`config.mk`:
```
export PLATFORM = sky130hd
export DESIGN_NAME = pipeline_hazard_ctrl
export DESIGN_NICKNAME = d
export VERILOG_FILES = /design/src/rtl/pipeline_hazard_ctrl.sv
export SDC_FILE = /design/constraint.sdc
export NUM_CORES = 1
export LEC_CHECK = 0
export BUFFER_PORTS_ARGS = -buffer_cell sky130_fd_sc_hd__buf_2
export CAP_MARGIN = 20
export CORE_MARGIN = 10
export CORE_UTILIZATION = 40
export DETAILED_ROUTE_END_ITERATION = 8
export GPL_TIMING_DRIVEN = 0
export PLACE_DENSITY_LB_ADDON = 0.3
export SLEW_MARGIN = 30
export SYNTH_ARGS = -nofsm -noshare
export SYNTH_HDL_FRONTEND = slang
export SYNTH_SLANG_ARGS = --single-unit
```
`constraint.sdc`:
```
create_clock -name CLOCK -period 5.9 [get_ports CLOCK]
set_input_delay 0.295 -clock CLOCK [delete_from_list [all_inputs] [get_ports CLOCK]]
set_output_delay 0.295 -clock CLOCK [all_outputs]
set_load 0.03 [all_outputs]
```
`src/rtl/pipeline_hazard_ctrl.sv`:
```
// Pipeline sequencing controller: decides PC / IF/ID / ID/EX advance, hold, flush
// and bubble each cycle, tracks imem wait timeouts, HALT, and stall/flush stats.
module pipeline_hazard_ctrl #(
    parameter int          TIMEOUT   = 16,
    parameter int          CNT_W     = 16,
    parameter logic [31:0] HALT_WORD = 32'hFFFFFFFF
) (
    input  logic                       CLOCK,
    input  logic                       RESET_N,
    input  logic [31:0]                IFID_Instruction,
    input  logic [4:0]                 IFID_Rs,
    input  logic [4:0]                 IFID_Rt,
    input  logic                       IFID_UsesRt,
    input  logic                       IDEX_MemRead,
    input  logic [4:0]                 IDEX_Rt,
    input  logic                       Jump_ID,
    input  logic                       Branch_Taken_EX,
    input  logic                       IMem_Ready,
    output logic                       PC_Write,
    output logic                       IFID_Write,
    output logic                       IFID_Flush,
    output logic                       IDEX_Bubble,
    output logic                       Halted,
    output logic                       Fault,
    output logic [CNT_W-1:0]           Stall_Cycles,
    output logic [CNT_W-1:0]           Flush_Count,
    output logic [1:0]                 Dbg_State,
    output logic [$clog2(TIMEOUT)-1:0] Dbg_WaitCnt
);

    localparam int WCW = $clog2(TIMEOUT);

    typedef enum logic [1:0] {
        S_RUN   = 2'd0,
        S_IWAIT = 2'd1,
        S_HALT  = 2'd2
    } state_t;

    state_t           r_state;
    logic [WCW-1:0]   r_wait;
    logic             r_halted;
    logic             r_fault;
    logic [CNT_W-1:0] r_stall_cnt;
    logic [CNT_W-1:0] r_flush_cnt;

    state_t           w_next;
    logic [WCW-1:0]   w_wait_next;
    logic             w_pc;
    logic             w_ifid_w;
    logic             w_flush;
    logic             w_bubble;
    logic             w_fault_set;
    logic             w_flush_evt;
    logic             w_stall_evt;
    logic             w_lu;

    assign w_lu = IDEX_MemRead && (IDEX_Rt != 5'd0) &&
                  ((IDEX_Rt == IFID_Rs) || (IFID_UsesRt && (IDEX_Rt == IFID_Rt)));

    // Priority decode; the wait counter only survives while staying in IWAIT.
    always_comb begin
        w_next      = r_state;
        w_wait_next = '0;
        w_pc        = 1'b0;
        w_ifid_w    = 1'b0;
        w_flush     = 1'b0;
        w_bubble    = 1'b0;
        w_fault_set = 1'b0;
        w_flush_evt = 1'b0;
        case (r_state)
            S_HALT: begin
                w_bubble = 1'b1;
                w_next   = S_HALT;
            end
            default: begin
                if (Branch_Taken_EX) begin
                    w_pc        = 1'b1;
                    w_flush     = 1'b1;
                    w_bubble    = 1'b1;
                    w_flush_evt = 1'b1;
                    w_next      = S_RUN;
                end else if (w_lu) begin
                    w_bubble = 1'b1;
                    w_next   = S_RUN;
                end else if (Jump_ID) begin
                    w_pc        = 1'b1;
                    w_flush     = 1'b1;
                    w_flush_evt = 1'b1;
                    w_next      = S_RUN;
                end else if (!IMem_Ready) begin
                    w_flush = 1'b1;
                    if (r_wait == WCW'(TIMEOUT - 1)) begin
                        w_fault_set = 1'b1;
                        w_next      = S_HALT;
                    end else begin
                        w_next      = S_IWAIT;
                        w_wait_next = r_wait + 1'b1;
                    end
                end else if (IFID_Instruction == HALT_WORD) begin
                    w_bubble = 1'b1;
                    w_next   = S_HALT;
                end else begin
                    w_pc     = 1'b1;
                    w_ifid_w = 1'b1;
                    w_next   = S_RUN;
                end
            end
        endcase
    end

    assign w_stall_evt = (r_state != S_HALT) && !w_pc;

    always_ff @(posedge CLOCK or negedge RESET_N) begin
        if (!RESET_N) begin
            r_state     <= S_RUN;
            r_wait      <= '0;
            r_halted    <= 1'b0;
            r_fault     <= 1'b0;
            r_stall_cnt <= '0;
            r_flush_cnt <= '0;
        end else begin
            r_state  <= w_next;
            r_wait   <= w_wait_next;
            r_halted <= (w_next == S_HALT);
            if (w_fault_set)
                r_fault <= 1'b1;
            if (w_stall_evt && (r_stall_cnt != {CNT_W{1'b1}}))
                r_stall_cnt <= r_stall_cnt + 1'b1;
            if (w_flush_evt && (r_flush_cnt != {CNT_W{1'b1}}))
                r_flush_cnt <= r_flush_cnt + 1'b1;
        end
    end

    // Reset forces the safe decision asynchronously, independent of the clock.
    assign PC_Write     = RESET_N && w_pc;
    assign IFID_Write   = RESET_N && w_ifid_w && !w_flush;
    assign IFID_Flush   = RESET_N && w_flush;
    assign IDEX_Bubble  = !RESET_N || w_bubble;
    assign Halted       = r_halted;
    assign Fault        = r_fault;
    assign Stall_Cycles = r_stall_cnt;
    assign Flush_Count  = r_flush_cnt;
    assign Dbg_State    = r_state;
    assign Dbg_WaitCnt  = r_wait;

endmodule

```
Yosys cells after proc, flatten, opt, wreduce, memory -nomap -nowiden
Index checks and enable logic that the tools add are counted.
{"block": "word_totals", "ff_bits": 40, "wordCells": 78, "output_inout_bits": 44, "latch_bits": 0, "ramBits": 0, "memories": 0, "inputBits": 54, "romBits": 0}
{"block": "classes", "n_div": 0, "mux": 44, "bitwise_logic": 0, "eq_ne": 9, "n_lt_le_gt_ge": 0, "addsub": 3, "shift": 0, "n_mul": 0, "reduce_logical": 16}
{"operator": "16-bit by 1-bit adder with 16-bit output, second input constant", "count": 2}
{"operator": "32-bit == test, second input constant", "count": 1}
{"operator": "16-bit inequality test, second input constant", "count": 2}
{"operator": "1-bit two-way mux", "count": 31}
{"operator": "4-bit two-way mux", "count": 6}
{"operator": "2-bit two-way mux", "count": 7}
{"operator": "5-bit == test", "count": 2}
{"operator": "1-bit logical AND", "count": 10}
{"operator": "5-bit nonzero test", "count": 1}
{"operator": "4-bit by 1-bit adder with 4-bit output, second input constant", "count": 1}
{"operator": "2-bit == test, second input constant", "count": 2}
{"operator": "4-bit == test, second input constant", "count": 1}
{"operator": "1-bit zero test", "count": 3}
{"operator": "1-bit logical OR", "count": 2}
{"operator": "2-bit inequality test, second input constant", "count": 1}

Longest topological paths before layout
{"block": "logic_depth", "ltp_word": 10, "mapped_depth": 8, "ltp_nobuf": 7}

Least setup slack after synthesis
No wires, ideal clock.
{"block": "synth_path", "kind": "input-to-output", "from": "input IDEX_Rt[1]", "to": "output IFID_Write", "path_slack_ps": 3308, "arrival_time_ps": 2297, "stages": 4, "t_required_ps": 5605, "path_buffers": 0, "path_cell_list": "or4_4 > o21ai_4 > o21ai_0 > nor4b_1"}
{"block": "synth_via", "elab_chain_cells": 9, "elab_cells_between_ends": 16, "cone_classes": "eq/ne: 2; mux: 6; reduce/logical: 8"}
{"item": "from (decl)", "line_no": "15", "text": "input logic [4:0] IDEX_Rt,"}
{"item": "5-bit == test", "line_no": "58", "text": "((IDEX_Rt == IFID_Rs) || (IFID_UsesRt && (IDEX_Rt == IFID_Rt)));"}
{"item": "1-bit logical AND", "line_no": "58"}
{"item": "1-bit logical OR", "line_no": "58"}
{"item": "1-bit logical AND *", "line_no": "57", "text": "assign w_lu = IDEX_MemRead && (IDEX_Rt != 5'd0) &&"}
{"item": "1-bit two-way mux", "line_no": "82", "text": "end else if (w_lu) begin"}
{"item": "1-bit two-way mux", "line_no": "76", "text": "if (Branch_Taken_EX) begin"}
{"item": "1-bit two-way mux", "line_no": "70", "text": "case (r_state)"}
{"item": "1-bit logical AND / 1-bit zero test (equally long branches)", "line_no": "136", "text": "assign IFID_Write = RESET_N && w_ifid_w && !w_flush;"}
{"item": "1-bit logical AND *", "line_no": "136"}
{"item": "to (decl)", "line_no": "20", "text": "output logic IFID_Write,"}
Every way passes the cells marked *; elsewhere a longest branch is shown, timed or not.

Worst setup path in the final report
{"block": "layout_path", "from": "input IDEX_Rt[3]", "to": "output PC_Write"}
{"block": "layout_via", "elab_chain_cells": 8, "elab_cells_between_ends": 11, "cone_classes": "eq/ne: 2; mux: 3; reduce/logical: 6"}
{"item": "5-bit == test", "line_no": "58"}
{"item": "1-bit logical AND", "line_no": "58"}
{"item": "1-bit logical OR", "line_no": "58"}
{"item": "1-bit logical AND *", "line_no": "57"}
{"item": "1-bit two-way mux *", "line_no": "82"}
{"item": "1-bit two-way mux *", "line_no": "76"}
{"item": "1-bit two-way mux *", "line_no": "70"}
{"item": "1-bit logical AND *", "line_no": "135", "text": "assign PC_Write = RESET_N && w_pc;"}
{"item": "to (decl)", "line_no": "19", "text": "output logic PC_Write,"}
Marked as above.

==> impl_metrics.py <==
metrics = {
    "clocking": {
        "clk_latency_ns": 0.30,
        "clk_pin_slew_worst_paths_ns": 0.08,
        "cts_buffers": 5,
        "cts_resized": 0,
        "ctsHtreeMaxLevel": 2,
        "cts_tree": "built",
        "clockBufferDepth": 2,
        "cts_root_buf": "clkbuf_8",
        "clock_sinks": 40,
    },
    "critical_path": {
        "worstPathRequired_ns": 5.61,
        "critPathCapture": "PC_Write",
        "crit_path_max_fanout": 10,
        "crit_chain": "buf_2 -> xor2_1 -> nor4_1 -> a22oi_1 -> o22ai_2 -> buf_4 -> a21oi_1 -> buf_2",
        "r2r_setup_slack_ns": 3.74,
        "reg2reg_to": "Flush_Count[1]$_DFFE_PN0P_",
        "startpoint": "IDEX_Rt[3]",
        "slowest_delay_ns": 0.37,
        "cpMaxStageDelayCell": "nor4_1",
        "crit_top_cell": "buf_2",
        "r2r-start": "Flush_Count[6]$_DFFE_PN0P_",
        "worstRegToRegCells": 7,
        "arrival_ns": 2.02,
        "start_kind": "input port",
        "end_kind": "output pin",
        "crit_type": "input port to output pin",
    },
    "power": {
        "vdd_drop_max_v": 0.0001635,
        "powerDensity_nw_per_um2": 177.7,
        "p_leak_uw": 0.001416,
        "p_total_uw": 512.7,
    },
    "place": {
        "io_buffers": 97,
        "place_area_um2": 2776,
        "pre_cts_ws_ns": 3.560,
        "gp_congestion": 0.8355,
        "hpwl_um": 4895,
    },
    "global_route": {
        "use_met2_pct": 24.71,
        "grt_util_all_layers_pct": 14.36,
        "gr-usage-met3_pct": 4.237,
        "gr-usage-met1_pct": 16.05,
        "top_usage_layer": "met2",
        "grt_pass1_wl_um": 10290,
        "grt_max_degree": 42,
        "antenna_found_initial": 0,
        "grt_pass1_vias": 2156,
        "overflow": 0,
    },
    "floorplanning": {
        "initial_core_util_pct": 42.07,
        "die_y_um": 94.22,
        "coreArea_um2": 5238,
        "num_io_pins": 98,
        "rows": 26,
        "die-area_um2": 8877,
        "die_x_um": 94.22,
    },
    "logic_synthesis": {
        "synth_area_leader_cell": "dfrtp_1",
        "synthTopCellsByArea": "dfrtp_1 (45%), xnor2_1 (12%), nand4_1 (5.4%)",
        "ys_async_sr_fraction_pct": 100.0,
        "synth.distinct_cells": 38,
        "netlist_area_um2": 2203,
        "yosysSeqAreaShare_pct": 45.43,
        "yosysWarnings": 0,
        "synth-edff-count": 0,
        "avgSynthCellArea_um2": 9.793,
        "ys_ff_latch": 40,
        "syn_inst": 225,
        "yosys_most_used_dff": "dfrtp_1",
        "syn-num-nets": 282,
        "netlist.area_leader.share_pct": 45.43,
    },
    "sta": {
        "setup_tns_ns": 0,
        "fin_ws_ns": 3.586,
        "final_hold_viol_count": 0,
        "setup_viol": 0,
        "fin_crit_ns": 2.314,
        "relSlewSlack_pct": 64.66,
        "fmax_mhz": 432.2,
        "timing.final.max_slew_violations": 0,
        "finClkSkew_ns": 0.01036,
        "worst-slew-pin-transition_ns": 0.5253,
        "fin_crit_sh_pct": 39.21,
        "rsz0062_at_grt": "false",
    },
    "final_layout": {
        "syn_to_final_growth_pct": 30.95,
        "layout.area.seq_um2": 1001,
        "mostFrequentLayoutCell": "buf_2",
        "drive_gt1_share_pct": 35.15,
        "fillerInstances": 521,
        "antennaDiodeCount": 0,
        "final_cell_area_um2": 2885,
        "nets": 387,
        "multiInputGateArea_um2": 1156,
        "final_cell_mix": "buf_2 (97), dfrtp_1 (40), xnor2_1 (29)",
    },
    "routing": {
        "ant_nets": 0,
        "route.detailed.drc": 0,
        "drt_iter0_markers": 48,
        "wire_per_inst_um": 15.23,
        "viasPerCell": 5.050,
        "num_vias": 2020,
        "finalWirelength_um": 6090,
        "dr.pass1.iters": 4,
    },
    "worst_hold_path": {
        "hp-class": "input port to flip-flop",
    },
    "status": {
        "status": "completed",
    },
    "run": {
        "cap_violations": 0,
    },
}
flip-flops by register name (all words and copies together), names as in the netlist:
signal,flops
Flush_Count,16
Stall_Cycles,16
Dbg_WaitCnt,4
Dbg_State,2
Fault,1
Halted,1
power breakdown:
group	internal, uW	total, uW	switching (uW)
clock network	104	197	93.0
registers	274	274	0
logic	19.6	41.5	21.9
total	398	513	115
cell usage after synthesis (2+ instances only):
| cell | number |
|---|---|
| dfrtp_1 | 40 |
| xnor2_1 | 29 |
| nand3_1 | 22 |
| nand4_1 | 19 |
| nor2_1 | 19 |
| nand2_1 | 15 |
| and3_1 | 11 |
| xor2_1 | 11 |
| inv_1 | 6 |
| a21oi_1 | 4 |
| and2_1 | 4 |
| nor4_1 | 4 |
| clkbuf_1 | 3 |
| ha_1 | 3 |
| mux2_2 | 3 |
| nand2b_1 | 3 |
| o21ai_0 | 3 |
| a31oi_1 | 2 |
| and4_1 | 2 |
| nand2_2 | 2 |
| nor3_1 | 2 |
| o31ai_1 | 2 |
per-layer routing:
metal,up-vias,share of wire (%)
li1,1007,-
met4,0,1.9
met2,43,52
met5,-,0
met3,11,5.6
met1,959,41
what timing repair did:
| item | CTS | global route |
|---|---|---|
| buffers inserted | 0 | 0 |
| hold endpoints to repair | 0 | 3 |
| hold buffers | 0 | 1 |
metrics by stage:
step,utilization (%),std cells,hold slack (ns)
global placement,53.01,392,0.4574
detailed placement,53.01,392,0.4577
CTS,54.85,399,0.1543
global route,55.09,400,0.2912
finish,55.09,400,0.2764
floorplan,-,225,-0.0005911
logic make-up (layout without fill, tap and decap cells):
group | after synthesis | in the layout | share of synthesized area [%]
adders and majority gates | 3 | 3 | 1.704
xor gates and xnor gates | 40 | 40 | 15.90
AOI/OAI and AO/OA | 20 | 20 | 7.155
DFF | 40 | 40 | 45.43
muxes | 3 | 3 | 1.533
and+or+nand+nor | 108 | 108 | 26.18
buffers and inverters | 11 | 116 | 2.101
worst min-delay path by stage:
| stage | start | slack [ns] | endpoint | depth (start not counted) |
|---|---|---|---|---|
| after floorplan | RESET_N | -0.0006 | Dbg_State[0]$_DFF_PN0_ | 0 |
| after global placement | Fault$_DFFE_PN0P_ | 0.46 | Fault$_DFFE_PN0P_ | 1 |
| after detailed placement | Fault$_DFFE_PN0P_ | 0.46 | Fault$_DFFE_PN0P_ | 1 |
| after CTS | RESET_N | 0.15 | Stall_Cycles[10]$_DFFE_PN0P_ | 1 |
| after global routing | Jump_ID | 0.29 | Dbg_State[1]$_DFF_PN0_ | 2 |
| final | Jump_ID | 0.28 | Dbg_State[1]$_DFF_PN0_ | 2 |
critical path, delay by kind of cell:
family,cells,cell delay (ns)
compound gates,3,0.64
xor+xnor,1,0.16
simple gates,1,0.37
buf+inv,3,0.55
cell type report:
cell class	count	share of cell area (%)
sequential	40	34.69
multi-input combinational	174	40.07
inverter	6	0.7806
clock buffer	7	3.339
tap	70	3.036
buffer	5	0.8239
timing repair buffer	98	17.26
Power figures use the tool's default switching activity.
